--- config.mk ---
export PLATFORM = sky130hd
export DESIGN_NAME = inst_prefetch_buf
export DESIGN_NICKNAME = d
export VERILOG_FILES = /design/src/rtl/inst_prefetch_buf.sv
export SDC_FILE = /design/constraint.sdc
export NUM_CORES = 1
export LEC_CHECK = 0
export CORE_MARGIN = 4
export CORE_UTILIZATION = 60
export CTS_CLUSTER_DIAMETER = 80
export DETAILED_ROUTE_END_ITERATION = 8
export DONT_BUFFER_PORTS = 1
export GPL_ROUTABILITY_DRIVEN = 0
export PLACE_DENSITY = 0.85
export SYNTH_ARGS = -nofsm -noshare
export SYNTH_HDL_FRONTEND = slang
export SYNTH_SLANG_ARGS = --single-unit
--- constraint.sdc ---
create_clock -name clk -period 4.83 [get_ports clk]
set_input_delay 1.2075 -clock clk [delete_from_list [all_inputs] [get_ports clk]]
set_output_delay 1.2075 -clock clk [all_outputs]
set_load 0.01 [all_outputs]
--- src/rtl/inst_prefetch_buf.sv ---
// ---------------------------------------------------------------------------
// inst_prefetch_buf
// Instruction-fetch front end sitting between the instruction memory bus and
// the IF/ID pipeline register. It issues sequential single-outstanding word
// fetches on a variable-latency req/ack bus and buffers the returned words
// with their PCs in a small FIFO. The FIFO feeds IF/ID under valid/stall flow
// control. A flush discards buffered and in-flight fetches and redirects the
// fetch stream.
//
// Optional build macro: FETCH_BYPASS_EN
//   When defined, a word returning into an empty FIFO is presented to IF/ID
//   combinationally in the ack cycle. It is only written into the FIFO if
//   IF/ID stalls in that cycle.
// ---------------------------------------------------------------------------
module inst_prefetch_buf #(
    parameter int          DEPTH    = 4,
    parameter logic [31:0] RESET_PC = 32'h0000_0000
) (
    input  logic        clk,
    input  logic        rst,
    output logic        bus_req_o,
    output logic [31:0] bus_addr_o,
    input  logic        bus_ack_i,
    input  logic [31:0] bus_data_i,
    input  logic        flush_i,
    input  logic [31:0] flush_pc_i,
    input  logic        stall_i,
    output logic        if_valid_o,
    output logic [31:0] if_pc_o,
    output logic [31:0] if_inst_o
);

    // Pointer width and count width; the count needs one extra bit so it
    // can represent a completely full FIFO.
    localparam int             AW      = (DEPTH > 1) ? $clog2(DEPTH) : 1;
    localparam int             CW      = AW + 1;
    localparam logic [CW-1:0]  DEPTH_C = CW'(DEPTH);

    typedef enum logic [1:0] {
        ST_IDLE = 2'd0,
        ST_REQ  = 2'd1,
        ST_DROP = 2'd2
    } state_t;

    // Force a byte address onto a word boundary.
    function automatic logic [31:0] align_word(input logic [31:0] addr);
        return {addr[31:2], 2'b00};
    endfunction

    // State and datapath registers
    state_t        r_state;
    logic          r_bus_req;
    logic [31:0]   r_bus_addr;
    logic [31:0]   r_fetch_pc;
    logic [CW-1:0] r_count;
    logic [AW-1:0] r_rd_ptr;
    logic [AW-1:0] r_wr_ptr;
    logic [31:0]   r_mem_pc   [DEPTH];
    logic [31:0]   r_mem_inst [DEPTH];

    // Combinational next-state and control
    state_t        w_state_next;
    logic [31:0]   w_fetch_pc_next;
    logic [31:0]   w_bus_addr_next;
    logic          w_bus_req_next;
    logic [CW-1:0] w_count_next;
    logic          w_ack_req;
    logic          w_push;
    logic          w_pop;
    logic          w_bypass;
    logic          w_fifo_empty;
    logic [31:0]   w_head_pc;
    logic [31:0]   w_head_inst;

    assign w_fifo_empty = (r_count == {CW{1'b0}});
    assign w_head_pc    = r_mem_pc[r_rd_ptr];
    assign w_head_inst  = r_mem_inst[r_rd_ptr];

    // A returned word that is kept: ack in REQ with no flush overriding it.
    // Data acked in DROP, or acked together with a flush, is discarded.
    assign w_ack_req = (r_state == ST_REQ) && bus_ack_i && !flush_i;

`ifdef FETCH_BYPASS_EN
    assign w_bypass = w_fifo_empty && w_ack_req;
`else
    assign w_bypass = 1'b0;
`endif

    // A bypassed word consumed by IF/ID in the same cycle never enters the FIFO.
    assign w_push = w_ack_req && !(w_bypass && !stall_i);
    // Only buffered entries are popped; flush overrides any pop.
    assign w_pop  = !w_fifo_empty && !stall_i && !flush_i;

    // Next FIFO occupancy: flush clears, otherwise push and pop cancel.
    always_comb begin
        w_count_next = r_count;
        if (flush_i) begin
            w_count_next = {CW{1'b0}};
        end else begin
            case ({w_push, w_pop})
                2'b10:   w_count_next = r_count + CW'(1);
                2'b01:   w_count_next = r_count - CW'(1);
                default: w_count_next = r_count;
            endcase
        end
    end

    // Fetch FSM next-state logic.
    always_comb begin
        w_state_next = r_state;
        case (r_state)
            ST_IDLE: begin
                if (!flush_i && (r_count < DEPTH_C)) begin
                    w_state_next = ST_REQ;
                end else begin
                    w_state_next = ST_IDLE;
                end
            end
            ST_REQ: begin
                if (flush_i) begin
                    // An ack coinciding with the flush completes the
                    // outstanding request, so nothing is left to drain.
                    if (bus_ack_i) begin
                        w_state_next = ST_IDLE;
                    end else begin
                        w_state_next = ST_DROP;
                    end
                end else if (bus_ack_i) begin
                    if (w_count_next < DEPTH_C) begin
                        w_state_next = ST_REQ;
                    end else begin
                        w_state_next = ST_IDLE;
                    end
                end else begin
                    w_state_next = ST_REQ;
                end
            end
            ST_DROP: begin
                if (bus_ack_i) begin
                    w_state_next = ST_IDLE;
                end else begin
                    w_state_next = ST_DROP;
                end
            end
            default: begin
                w_state_next = ST_IDLE;
            end
        endcase
    end

    // Fetch pointer: redirect on flush, advance one word per kept ack.
    // The 32-bit add wraps 32'hFFFF_FFFC to 0.
    always_comb begin
        w_fetch_pc_next = r_fetch_pc;
        if (flush_i) begin
            w_fetch_pc_next = align_word(flush_pc_i);
        end else if ((r_state == ST_REQ) && bus_ack_i) begin
            w_fetch_pc_next = r_fetch_pc + 32'd4;
        end else begin
            w_fetch_pc_next = r_fetch_pc;
        end
    end

    // Bus address only loads when a REQ cycle follows; it is frozen in DROP
    // so the abandoned request stays stable until its ack.
    always_comb begin
        w_bus_addr_next = r_bus_addr;
        w_bus_req_next  = 1'b0;
        if (w_state_next == ST_REQ) begin
            w_bus_addr_next = w_fetch_pc_next;
            w_bus_req_next  = 1'b1;
        end else if (w_state_next == ST_DROP) begin
            w_bus_addr_next = r_bus_addr;
            w_bus_req_next  = 1'b1;
        end else begin
            w_bus_addr_next = r_bus_addr;
            w_bus_req_next  = 1'b0;
        end
    end

    // FSM state, fetch pointer and registered bus request/address.
    always_ff @(posedge clk or negedge rst) begin
        if (!rst) begin
            r_state    <= ST_IDLE;
            r_fetch_pc <= RESET_PC;
            r_bus_addr <= RESET_PC;
            r_bus_req  <= 1'b0;
        end else begin
            r_state    <= w_state_next;
            r_fetch_pc <= w_fetch_pc_next;
            r_bus_addr <= w_bus_addr_next;
            r_bus_req  <= w_bus_req_next;
        end
    end

    // FIFO occupancy and pointers; a flush rewinds both pointers.
    always_ff @(posedge clk or negedge rst) begin
        if (!rst) begin
            r_count  <= {CW{1'b0}};
            r_rd_ptr <= {AW{1'b0}};
            r_wr_ptr <= {AW{1'b0}};
        end else if (flush_i) begin
            r_count  <= {CW{1'b0}};
            r_rd_ptr <= {AW{1'b0}};
            r_wr_ptr <= {AW{1'b0}};
        end else begin
            r_count <= w_count_next;
            if (w_push) begin
                r_wr_ptr <= r_wr_ptr + AW'(1);
            end
            if (w_pop) begin
                r_rd_ptr <= r_rd_ptr + AW'(1);
            end
        end
    end

    // FIFO storage: each entry holds the fetched word and its PC.
    always_ff @(posedge clk or negedge rst) begin
        if (!rst) begin
            for (int i = 0; i < DEPTH; i++) begin
                r_mem_pc[i]   <= 32'h0000_0000;
                r_mem_inst[i] <= 32'h0000_0000;
            end
        end else if (w_push) begin
            r_mem_pc[r_wr_ptr]   <= r_fetch_pc;
            r_mem_inst[r_wr_ptr] <= bus_data_i;
        end
    end

    // IF/ID presentation: FIFO head when buffered, the returning bus word
    // when bypassing, otherwise zeros.
    always_comb begin
        if_valid_o = 1'b0;
        if_pc_o    = 32'h0000_0000;
        if_inst_o  = 32'h0000_0000;
        if (!w_fifo_empty) begin
            if_valid_o = 1'b1;
            if_pc_o    = w_head_pc;
            if_inst_o  = w_head_inst;
        end else if (w_bypass) begin
            if_valid_o = 1'b1;
            if_pc_o    = r_fetch_pc;
            if_inst_o  = bus_data_i;
        end else begin
            if_valid_o = 1'b0;
            if_pc_o    = 32'h0000_0000;
            if_inst_o  = 32'h0000_0000;
        end
    end

    assign bus_req_o  = r_bus_req;
    assign bus_addr_o = r_bus_addr;

endmodule
; Yosys cells after proc, flatten, opt, wreduce, memory -nomap -nowiden
; Cells that the tools add are included.
[totals]
ff_bits = 330
latch_bits = 0
mem_bits_rw = 0
mem_bits_ro = 0
inputBits = 69
out_inout_bits = 98
word_cells = 76
mem_count = 0
[classes]
add_sub_neg = 5
mul = 0
div = 0
magnitude_cmp = 5
eq_ne = 6
n_shift = 0
muxes = 30
bitwise = 2
n_reduce_logical = 13
[op_table]
columns = operator, count
row1 = 32-bit two-way mux, 9
row2 = 128-bit bitwise mux, 2
row3 = 32-bit binary-select mux with 2-bit select, 2
row4 = 32-bit demux with 2-bit select, 1
row5 = 32-bit by 3-bit adder with 32-bit output (second input constant), 1
row6 = 2-bit two-way mux, 7
row7 = 2-bit by 1-bit == test with 1-bit output (second input constant), 3
row8 = 2-bit == test (second input constant), 3
row9 = 3-bit >= comparator (second input constant), 2
row10 = 1-bit logical AND, 6
row11 = 3-bit less-than comparator (second input constant), 2
row12 = 3-bit two-way mux, 2
row13 = 2-bit inverter with 3-bit output, 2
row14 = 2-bit case mux with 3 select lines, 1
row15 = 3-bit case mux with 2 select lines, 1
row16 = 1-bit two-way mux, 5
row17 = 2-bit by 1-bit adder with 2-bit output (second input constant), 2
row18 = 2-bit nonzero test, 2
row19 = 3-bit by 1-bit adder with 3-bit output (second input constant), 1
row20 = 1-bit logical NOT, 3
row21 = 3-bit logical NOT, 1
row22 = 3-bit by 1-bit less-than comparator with 1-bit output (second input constant), 1
row23 = 3-bit by 1-bit subtractor with 3-bit output (second input constant), 1
row24 = 2-bit logical NOT, 1

; Longest topological paths before layout
; Gate-level depths: netlist (run 1).
[logic_depth]
word_depth = 15
mapped_depth = 21

; Worst setup path after synthesis (run 1)
; OpenSTA, ideal clock, no wires.
[synth_timing]
kind = input to register
from = in flush_i
to = reg r_bus_addr[0] (netlist: bus_addr_o[0])
setup_time_ps = 125
t_arrival_ps = 5243
required_time_ps = 4705
slack_ps = -537
cell_stages = 19
n_path_buf = 6
path_cell_list = clkbuf_1 inv_1 clkbuf_1 buf_2 clkbuf_1 nand2_1 inv_1 ha_1 xor2_1 ha_1 a21oi_1 xor2_1 nor2_1 mux2_2 a2111oi_0 ha_1 clkbuf_1 clkbuf_1 mux2_2
[synth_between]
elab_chain_len = 11
word_cells_on_any_way = 16
classes_between = order compare (1) / eq/ne (3) / mux (8) / reduce/logical (4)
[synth_lines]
columns = item, line
row1 = "start, declared", 25  ; input logic flush_i,
row2 = 1-bit logical NOT, "81, 92, 113"
row3 = "1-bit logical AND, on equally long branches", "92, 81"
row4 = 2-bit by 1-bit == test with 1-bit output or 2-bit == test (tied branches), 100  ; case ({w_push, w_pop})
row5 = 3-bit case mux with 2 select lines, 100
row6 = 3-bit two-way mux, 97  ; if (flush_i) begin
row7 = 3-bit less-than comparator, 129  ; if (w_count_next < DEPTH_C) begin
row8 = 1-bit two-way mux, 129
row9 = 2-bit two-way mux, 128  ; end else if (bus_ack_i) begin
row10 = 2-bit two-way mux, 120  ; if (flush_i) begin
row11 = 2-bit case mux with 3 select lines (*), 111  ; case (r_state)
row12 = via w_state_next[0], 62  ; state_t w_state_next;
row13 = 2-bit by 1-bit == test with 1-bit output (*), 169  ; if (w_state_next == ST_REQ) begin
row14 = "end signal, assigned", 191  ; r_bus_addr <= w_bus_addr_next;
row15 = "end, declared", 53  ; logic [31:0] r_bus_addr;
; Mark *: on every way through the listed nets, which the timed path passes. The rest lies on a longest branch.
; A chain may end at the register's enable or synchronous reset.

; Worst setup path after layout (run 1)
[layout_timing]
from = in flush_i
to = reg r_bus_addr[28] (netlist: bus_addr_o[28])
; The elaborated chain is that of the path after synthesis.

==> flow_summary.ini, run 1 <==
[timing]
setup_viol_count_final = 0
fin_tns_setup_ns = 0
final_max_slew_viol_count = 0
clock_skew_ns = 0.0203
fmax_ghz = 0.257
rsz0062_at_grt = no
setup_ws_ns = 0.934
fin_crit_ns = 3.90
whs_ns = 0.406
worstMarginPinSlew_ns = 1.03
min_period_over_period = 0.807
max-slew-margin-rel = 0.316
hold_viol = 0

[placement]
place_hpwl_mm = 19.5
pre_cts_ws_ns = 0.430
place_inst = 1382
portBuffers = 0

[logic_synthesis]
netlist_area_um2 = 15300
synthCells = 1125
synth-seq-cells = 330
ys_seq_area_frac = 0.540
synth_top_cell_area_share = 0.540
async_flop_share = 1.00
ys.flop_type = dfrtp_1
postSynthAreaPerCell_um2 = 13.6
synthDistinctLibCells = 53
syn_nets = 1204
synth_warnings = 0
synth_edf_count = 0
yosysTopAreaCell = dfrtp_1
synth_area_leaders = dfrtp_1, mux2_2, mux4_2

[clock_network]
cts_resized = 0
cts_sinks = 330
path_clk_slew_ns = 0.06
cts_tree = yes
clk_latency_ns = 0.51
cts_hold_buf = 0
cts_setup_buffers = 0
cts_buffer_depth = 3
htree_levels = 2
cts-root-buf = clkbuf_16
cts_buffers = 35

[critical_path]
r2r_cells = 18
cp.arrival_ns = 4.35
worst-setup-path-type = input port to flip-flop
crit_end = bus_addr_o[28]
critPathLaunch = flush_i
start_kind = input port
cp-end-kind = flip-flop
ff2ff_setup_slack_ns = 0.98
rr_endpoint = bus_addr_o[28]
reg2reg_from = r_count[2]
critical_path_required_ns = 5.28
crit_fanout = 55

[power]
combPwrFrac = 0.117
p_sw_frac = 0.235
p_sw_mw = 1.64
intPower_mw = 5.34
power_density_nw_per_um2 = 419
seq_power_share = 0.505
max-vdd-ir-drop_mv = 0.272
clock_power_share = 0.378
p_leak_nw = 7.56

[die]
fp.coreArea_um2 = 25100
die_x_um = 168
start_util = 0.609
die_h_um = 168
ios = 167
row_count = 58
dieArea_um2 = 28100

[grt]
grt_pass1_vias = 9754
grt_pass1_wl_mm = 52.3
grt_max_degree = 331
grtUsageTotal = 0.228
grtUsageMet1 = 0.323
use_met3 = 0.0524
grt-busiest-layer = met2
use_met2 = 0.368
antenna_found_initial = 0
gr-total-overflow = 0

[detailed_routing]
ant_nets = 0
routed_wl_mm = 31.3
via_count = 8886
firstDrtPassIters = 5
wl_per_cell_um = 21.7
drc_errors = 0
via_per_inst = 6.16
drt_iter0_drc = 639

[cells_and_area]
final_cells = 1443
layout_common_cells = dfrtp_1, mux2_2, nand2_1, and2_1, mux4_2
diodes = 0
drive_gt1_frac = 0.369
fill_cells = 1722
fin_nets = 1168
area_growth_pct = 8.90
final_common_cell = dfrtp_1

[run]
max-cap-violations = 0

[worst_hold_path]
hp-class = input port to async pin

[status]
status = finished clean
[kinds of logic (layout without fill, tap and decap cells)]
logic type / Yosys count / count (layout) / share of synthesized area
compound gates: 89 / 89 / 0.0348
flops: 330 / 330 / 0.540
xor+xnor: 29 / 29 / 0.0166
simple gates: 240 / 240 / 0.0863
mux: 322 / 322 / 0.284
buf+inv: 105 / 93 / 0.0304
fa+ha+maj: 10 / 10 / 0.00818
[sequential cells by signal (all words and copies together), names as in the netlist]
signal      cells
bus_addr_o     32
r_rd_ptr        2
bus_req_o       1
r_count         3
r_wr_ptr        2
r_mem_pc      128
r_state         2
r_fetch_pc     32
r_mem_inst    128
[power groups by stage]
stage / clock network [mW] / registers, mW / logic (mW)
after floorplan: 0 / 3.44 / 0.728
after global placement: 0 / 3.53 / 0.776
after detailed placement: 0 / 3.56 / 0.822
after CTS: 2.70 / 3.52 / 0.828
after global routing: 2.82 / 3.57 / 0.902
final: 2.64 / 3.52 / 0.817
[synth_stat cells, drive strengths merged (6+ instances only)]
| library cell | n |
|---|---|
| inv | 21 |
| mux2 | 256 |
| nor4 | 9 |
| nor2 | 31 |
| nor2b | 6 |
| mux4 | 64 |
| xnor2 | 10 |
| ha | 10 |
| nand2 | 74 |
| a21oi | 18 |
| o21ai | 43 |
| a31o | 12 |
| and2 | 66 |
| dfrtp | 330 |
| buf | 52 |
| nand3 | 17 |
| clkbuf | 32 |
| nand4 | 7 |
| xor2 | 19 |
| nor3 | 11 |
[through the flow]
stage / instance area [µm²] / util / power [mW]
after detailed placement: 15500 / 0.618 / 4.39
after CTS: 16700 / 0.664 / 7.05
after global routing: 16700 / 0.664 / 7.30
final: 16700 / 0.664 / 6.98
after floorplan: 15300 / - / 4.17
after global placement: 15500 / 0.618 / 4.30
[final cells by class]
type / instances / area, µm² / area share
clock buffer: 55 / 1080 / 0.0649
clock inverter: 6 / 72.6 / 0.00435
inverter: 21 / 78.8 / 0.00473
timing repair buffer: 11 / 158 / 0.00946
multi-input combinational: 690 / 6600 / 0.396
sequential: 330 / 8260 / 0.496
tap: 330 / 413 / 0.0248
[routing by layer]
metal  part of all wire  vias up
li1                   -     3952
met2               0.49      218
met5                  0        -
met3              0.060       35
met4              0.016        0
met1               0.44     4681
[critical path, cell delays in order]
cell and delay (ns):
inv_1 0.09, and3_1 0.20, inv_1 0.07, ha_1 0.24, xor2_1 0.15, ha_1 0.18
a21oi_1 0.14, xor2_1 0.09, nor2_1 0.17, mux2_2 0.37, a2111oi_2 0.45, ha_2 0.29
buf_4 0.24, nand2_1 0.18, nor2_1 0.13, mux2i_1 0.07, nand3_1 0.08
[how the worst min path moves through the flow]
stage,startpoint,to,slack (ns),depth (start not counted)
final,rst,r_mem_inst[85],0.41,0
after global routing,rst,r_mem_inst[85],0.38,0
after CTS,rst,r_mem_inst[85],0.39,0
after detailed placement,r_mem_pc[10],r_mem_pc[10],0.47,2
after global placement,r_mem_pc[106],r_mem_pc[106],0.46,2
after floorplan,r_mem_pc[37],r_mem_pc[37],0.44,2
Note: power is estimated with default switching activity, not from simulation.
==> run 2, diff against run 1 <==
--- a/config.mk
+++ b/config.mk
@@ -6,7 +6,7 @@
 export NUM_CORES = 1
 export LEC_CHECK = 0
 export CORE_MARGIN = 4
-export CORE_UTILIZATION = 60
+export CORE_UTILIZATION = 58
 export CTS_CLUSTER_DIAMETER = 80
 export DETAILED_ROUTE_END_ITERATION = 8
 export DONT_BUFFER_PORTS = 1
==> constraint.sdc (replaced) <==
create_clock -name clk -period 3.35 [get_ports clk]
set_input_delay 0.8375 -clock clk [delete_from_list [all_inputs] [get_ports clk]]
set_output_delay 0.8375 -clock clk [all_outputs]
set_load 0.01 [all_outputs]
==> flow_summary.ini, run 2 (synthesis results as in run 1) <==
[grt]
use_met3 = 0.0732
grt_pass1_wl_mm = 56.8
grt_pass1_vias = 10200
gr-total-overflow = 0
grtUsageTotal = 0.248
use_met2 = 0.406
grtUsageMet1 = 0.324
grt-busiest-layer = met2
grt_max_degree = 331
antenna_found_initial = 0

[placement]
place_inst = 1415
portBuffers = 0
placed_area_um2 = 15900
place_hpwl_mm = 21.0

[cells_and_area]
regArea_um2 = 8260
fill_cells = 1698
diodes = 0
fin_nets = 1224
area_growth_pct = 14.9
fin_area_um2 = 17600
drive_gt1_frac = 0.428
final_cells = 1505
final_common_cell = dfrtp_1
layout_common_cells = dfrtp_1, mux2_2, nand2_1, and2_1, mux4_2
fin_util = 0.676
multi_input_area_um2 = 6830
top_regs = r_mem_inst x128, r_mem_pc x128

[detailed_routing]
via_per_inst = 6.35
ant_nets = 0
routed_wl_mm = 36.2
via_count = 9556
firstDrtPassIters = 4
drc_errors = 0
wl_per_cell_um = 24.1
drt_iter0_drc = 666

[clock_network]
path_clk_slew_ns = 0.06
clk_latency_ns = 0.52
cts_tree = yes
cts_buffer_depth = 3
cts_sinks = 330
cts_buffers = 36
htree_levels = 2
cts-root-buf = clkbuf_16

[die]
die_x_um = 170
start_util = 0.589
ios = 167
fp.coreArea_um2 = 26000
die_h_um = 170
row_count = 59
dieArea_um2 = 29000

[status]
status = finished, violations left
violations = setup timing

[power]
p_leak_nw = 8.04
max-vdd-ir-drop_mv = 0.534
power_density_nw_per_um2 = 592
power_mw = 10.4

[timing]
fmax_ghz = 0.291
worstMarginPinSlew_ns = 0.769
setup_viol_count_final = 26
hold_viol = 0
max-slew-margin-rel = 0.488
rsz0062_at_grt = yes
clock_skew_ns = 0.0130
min_period_over_period = 1.03
fin_crit_ns = 3.44
final_max_slew_viol_count = 0
setup_ws_ns = -0.0867

[worst_hold_path]
hp-class = input port to async pin

[critical_path]
cp.arrival_ns = 3.83
crit_fanout = 5
start_kind = flip-flop
cp-end-kind = flip-flop
crit_slowest_cell = dfrtp_1
critical_path_required_ns = 3.74
crit_path_cell_trace = nor3_2, nor2_2, nand2_4, inv_4, ha_4, xor2_1, ha_2, a21oi_2, xor2_1, nor2_2, mux2_4, a2111oi_4, ha_4, buf_4, buf_4, mux2_4
worst_path_largest_cell_delay_ns = 0.40
worst-setup-path-type = flip-flop to flip-flop

[run]
max-cap-violations = 0
-- run 2: cell count changes in the layout (fill, tap and decap cells not counted), moves of 3 or more --
| cell | delta |
|---|---|
| mux2_4 | +15 |
| nand2_2 | -4 |
| nor2_1 | -10 |
| buf_4 | +36 |
| a21oi_1 | -12 |
| a21oi_2 | +12 |
| buf_12 | +8 |
| mux2_2 | -15 |
| nand2_4 | +6 |
| clkbuf_16 | +3 |
| buf_16 | +3 |
| nor2_2 | +8 |
-- run 2: cell type report --
class,count,share of cell area
sequential,330,0.470
clock inverter,9,0.00477
tap,335,0.0238
clock buffer,54,0.0626
multi-input combinational,690,0.389
timing repair buffer,66,0.0451
inverter,21,0.00477
-- run 2: what timing repair did --
action | 4_1_cts | 5_1_grt
hold buffers | 0 | 2
setup buffers | 15 | 7
gates cloned | 5 | 2
resized for setup | 24 | 20
pin swaps | 9 | 13
endpoints found under the setup margin | 31 | 32
endpoints found under the hold margin | 0 | 5
-- run 2: worst paths after layout --
check                         startpoint               to  slack [ns]  cells after the start
max                           r_count[2]    bus_addr_o[0]       -0.09                     16
min                                  rst  r_mem_inst[114]        0.04                      0
max reg2reg                   r_count[2]    bus_addr_o[0]       -0.09                     16
min reg2reg                r_mem_pc[106]    r_mem_pc[106]        0.48                      2
max in group asynchronous            rst   r_mem_inst[44]        2.39                      1
min in group clk                 flush_i   r_fetch_pc[11]        0.44                      1
-- run 2: critical path, delay by kind of cell (launching register included) --
family / cells / cell delay, ns
adders and majority gates: 3 / 0.55
muxes: 2 / 0.62
and+or+nand+nor: 4 / 0.60
xor gates and xnor gates: 2 / 0.33
DFF: 1 / 0.40
AOI/OAI and AO/OA: 2 / 0.41
buffers and inverters: 3 / 0.40
-- run 2: through the flow --
step | worst slack [ns] | hold WS, ns | TNS [ns]
floorplan | -0.608 | 0.445 | -18.78
global placement | -0.324 | 0.457 | -6.69
CTS | -0.0516 | 0.000663 | -0.449
detailed placement | -0.387 | 0.469 | -8.67
finish | -0.0867 | 0.0376 | -1.28
global route | -0.204 | 0.000733 | -5.08
-- run 2: report_power, final --
| part | switching (mW) | internal [mW] | leakage, nW |
|---|---|---|---|
| clock network | 1.58 | 2.35 | 0.586 |
| registers | 0.472 | 4.64 | 4.27 |
| logic | 0.489 | 0.877 | 3.18 |
| total | 2.54 | 7.86 | 8.04 |
-- run 2: metal layers --
layer	up-vias	share of wire
met4	0	0.034
met2	383	0.49
met1	5004	0.39
met5	-	0
li1	4076	-
met3	93	0.080
==> run 3, diff against run 2 <==
--- a/config.mk
+++ b/config.mk
@@ -5,6 +5,7 @@
 export SDC_FILE = /design/constraint.sdc
 export NUM_CORES = 1
 export LEC_CHECK = 0
+export ABC_AREA = 1
 export CORE_MARGIN = 4
 export CORE_UTILIZATION = 58
 export CTS_CLUSTER_DIAMETER = 80
==> flow_summary.ini, run 3 <==
[status]
status = finished clean

[grt]
grt_pass1_vias = 12300
antenna_found_initial = 0
use_met2 = 0.416
use_met3 = 0.0529
grtUsageTotal = 0.261
gr-total-overflow = 0
grt_max_degree = 331
grt_pass1_wl_mm = 62.1
grt-busiest-layer = met2
grtUsageMet1 = 0.353

[critical_path]
cp-end-kind = flip-flop
path_common_cell = nor2_1
crit_fanout = 39
critical_path_required_ns = 3.77
r2r_cells = 17
reg2reg_from = r_count[1]
cpLargestDelayFamily = adder cells
crit_slowest_cell = dfrtp_1
worst_path_largest_cell_delay_ns = 0.43
crit_path_cell_trace = nor3_2, nor2_1, inv_1, nor2_1, ha_1, xor2_1, ha_1, a21oi_1, nor2_1, nor2_1, xor2_1, nor2_1, o21ai_1, ha_2, buf_12, nor2_1, a31oi_1
ff2ff_setup_slack_ns = 0.23
rr_endpoint = bus_addr_o[11]
cp.arrival_ns = 3.54
worst-setup-path-type = flip-flop to flip-flop
crit_cells = 17
critical_path.n_buffers_inverters = 2
critPathLaunch = r_count[1]
start_kind = flip-flop

[cells_and_area]
layout_common_cells = nand2_1, dfrtp_1, nor2_1, o21ai_1, o21ai_0
area_growth_pct = 8.83
top_regs = r_mem_inst x128, r_mem_pc x128
diodes = 0
drive_gt1_frac = 0.0623
final_cells = 2175
final_common_cell = nand2_1
fin_area_um2 = 16500
fin_nets = 1898

[logic_synthesis]
postSynthAreaPerCell_um2 = 8.08
ys_seq_area_frac = 0.544
yosysTopAreaCell = dfrtp_1
synth_edf_count = 0
syn_nets = 1959
synth_commonest_cells = nand2_1, dfrtp_1, nor2_1, o21ai_1, o21ai_0
ys.flop_type = dfrtp_1
synthMostInstantiatedCell = nand2_1
synthDistinctLibCells = 32
synth_warnings = 0
async_flop_share = 1.00
synth_top_cell_area_share = 0.544
synthCells = 1880
synth-seq-cells = 330
netlist_area_um2 = 15200
synth_area_leaders = dfrtp_1, nand2_1, o21ai_1

[die]
ios = 167
dieArea_um2 = 28800
fp.coreArea_um2 = 25500
start_util = 0.596
die_h_um = 170
row_count = 58
die_x_um = 170

[worst_hold_path]
hp-class = input port to async pin

[timing]
worstMarginPinSlew_ns = 0.860
setup_viol_count_final = 0
clock_skew_ns = 0.0210
max-slew-margin-rel = 0.427
hold_viol = 0
min_period_over_period = 0.930
fin_crit_ns = 3.12
fmax_ghz = 0.321
final_max_slew_viol_count = 0
fin_tns_setup_ns = 0

[run]
max-cap-violations = 0

[clock_network]
path_clk_slew_ns = 0.06
cts_buffers = 35
cts_buffer_depth = 3
htree_levels = 2
cts_sinks = 330
cts-root-buf = clkbuf_16
cts_tree = yes
cts_hold_buf = 0
clk_latency_ns = 0.51

[power]
max-vdd-ir-drop_mv = 0.653
power_mw = 12.5
power_density_nw_per_um2 = 755
p_leak_nw = 7.71

[detailed_routing]
drt_iter0_drc = 1192
ant_nets = 0
firstDrtPassIters = 6
via_count = 12600
wl_per_cell_um = 17.2
routed_wl_mm = 37.4
via_per_inst = 5.80
drc_errors = 0

[placement]
place_inst = 2111
placed_area_um2 = 15400
place_hpwl_mm = 22.5
portBuffers = 0
-- run 3: logic make-up after synthesis --
group,after synthesis,synth area share
xor gates and xnor gates,12,0.00692
AOI/OAI and AO/OA,490,0.164
and+or+nand+nor,825,0.217
buffers and inverters,213,0.0594
DFF,330,0.544
adders and majority gates,10,0.00824
-- run 3: worst register-to-register path: cells and delay by family (launching register included) --
family / cells / cell delay (ns)
compound gates: 3 / 0.57
buf+inv: 2 / 0.28
flops: 1 / 0.43
fa+ha+maj: 3 / 0.69
xor+xnor: 2 / 0.36
simple gates: 7 / 0.68
-- run 3: worst max-delay path by stage --
stage,endpoint
3_3_place_gp,bus_addr_o[4]
2_1_floorplan,bus_addr_o[13]
6_report,bus_addr_o[11]
4_1_cts,bus_addr_o[4]
5_1_grt,bus_addr_o[16]
3_5_place_dp,bus_addr_o[4]
-- run 3: stage by stage --
| stage | hold WS (ns) | utilization | setup WS (ns) |
|---|---|---|---|
| final | 0.0366 | 0.649 | 0.235 |
| after CTS | 0.0107 | 0.648 | 0.105 |
| after global routing | 0.0141 | 0.649 | -0.0412 |
| after detailed placement | 0.473 | 0.603 | -0.0338 |
| after global placement | 0.465 | 0.603 | 0.165 |
| after floorplan | 0.454 | - | 0.0214 |
-- run 3: final cells by class --
class | instances | area (µm²)
Inverter | 94 | 359
Timing Repair Buffer | 21 | 270
Clock buffer | 55 | 1090
Multi-Input combinational cell | 1337 | 6060
Tap cell | 330 | 413
Fill cell | 2074 | 8950
Clock inverter | 8 | 65.1
Sequential cell | 330 | 8260
-- run 3: repair_timing --
action,in CTS,in global routing
setup endpoints to repair,0,32
buffers inserted,0,1
gates resized for setup,0,4
-- run 3: power breakdown --
part | total (mW) | switching [mW] | internal (mW)
Clock | 3.83 | 1.51 | 2.32
Combinational | 3.02 | 1.98 | 1.03
Sequential | 5.64 | 0.674 | 4.97
Total | 12.5 | 4.16 | 8.32
-- run 3: layer usage --
layer  vias up  routed length (µm)  share of wire
met5         -                   0              0
met3        79                2880          0.077
met1      6048               15900           0.42
met4         0                1260          0.034
li1       5977                   -              -
met2       515               17400           0.47
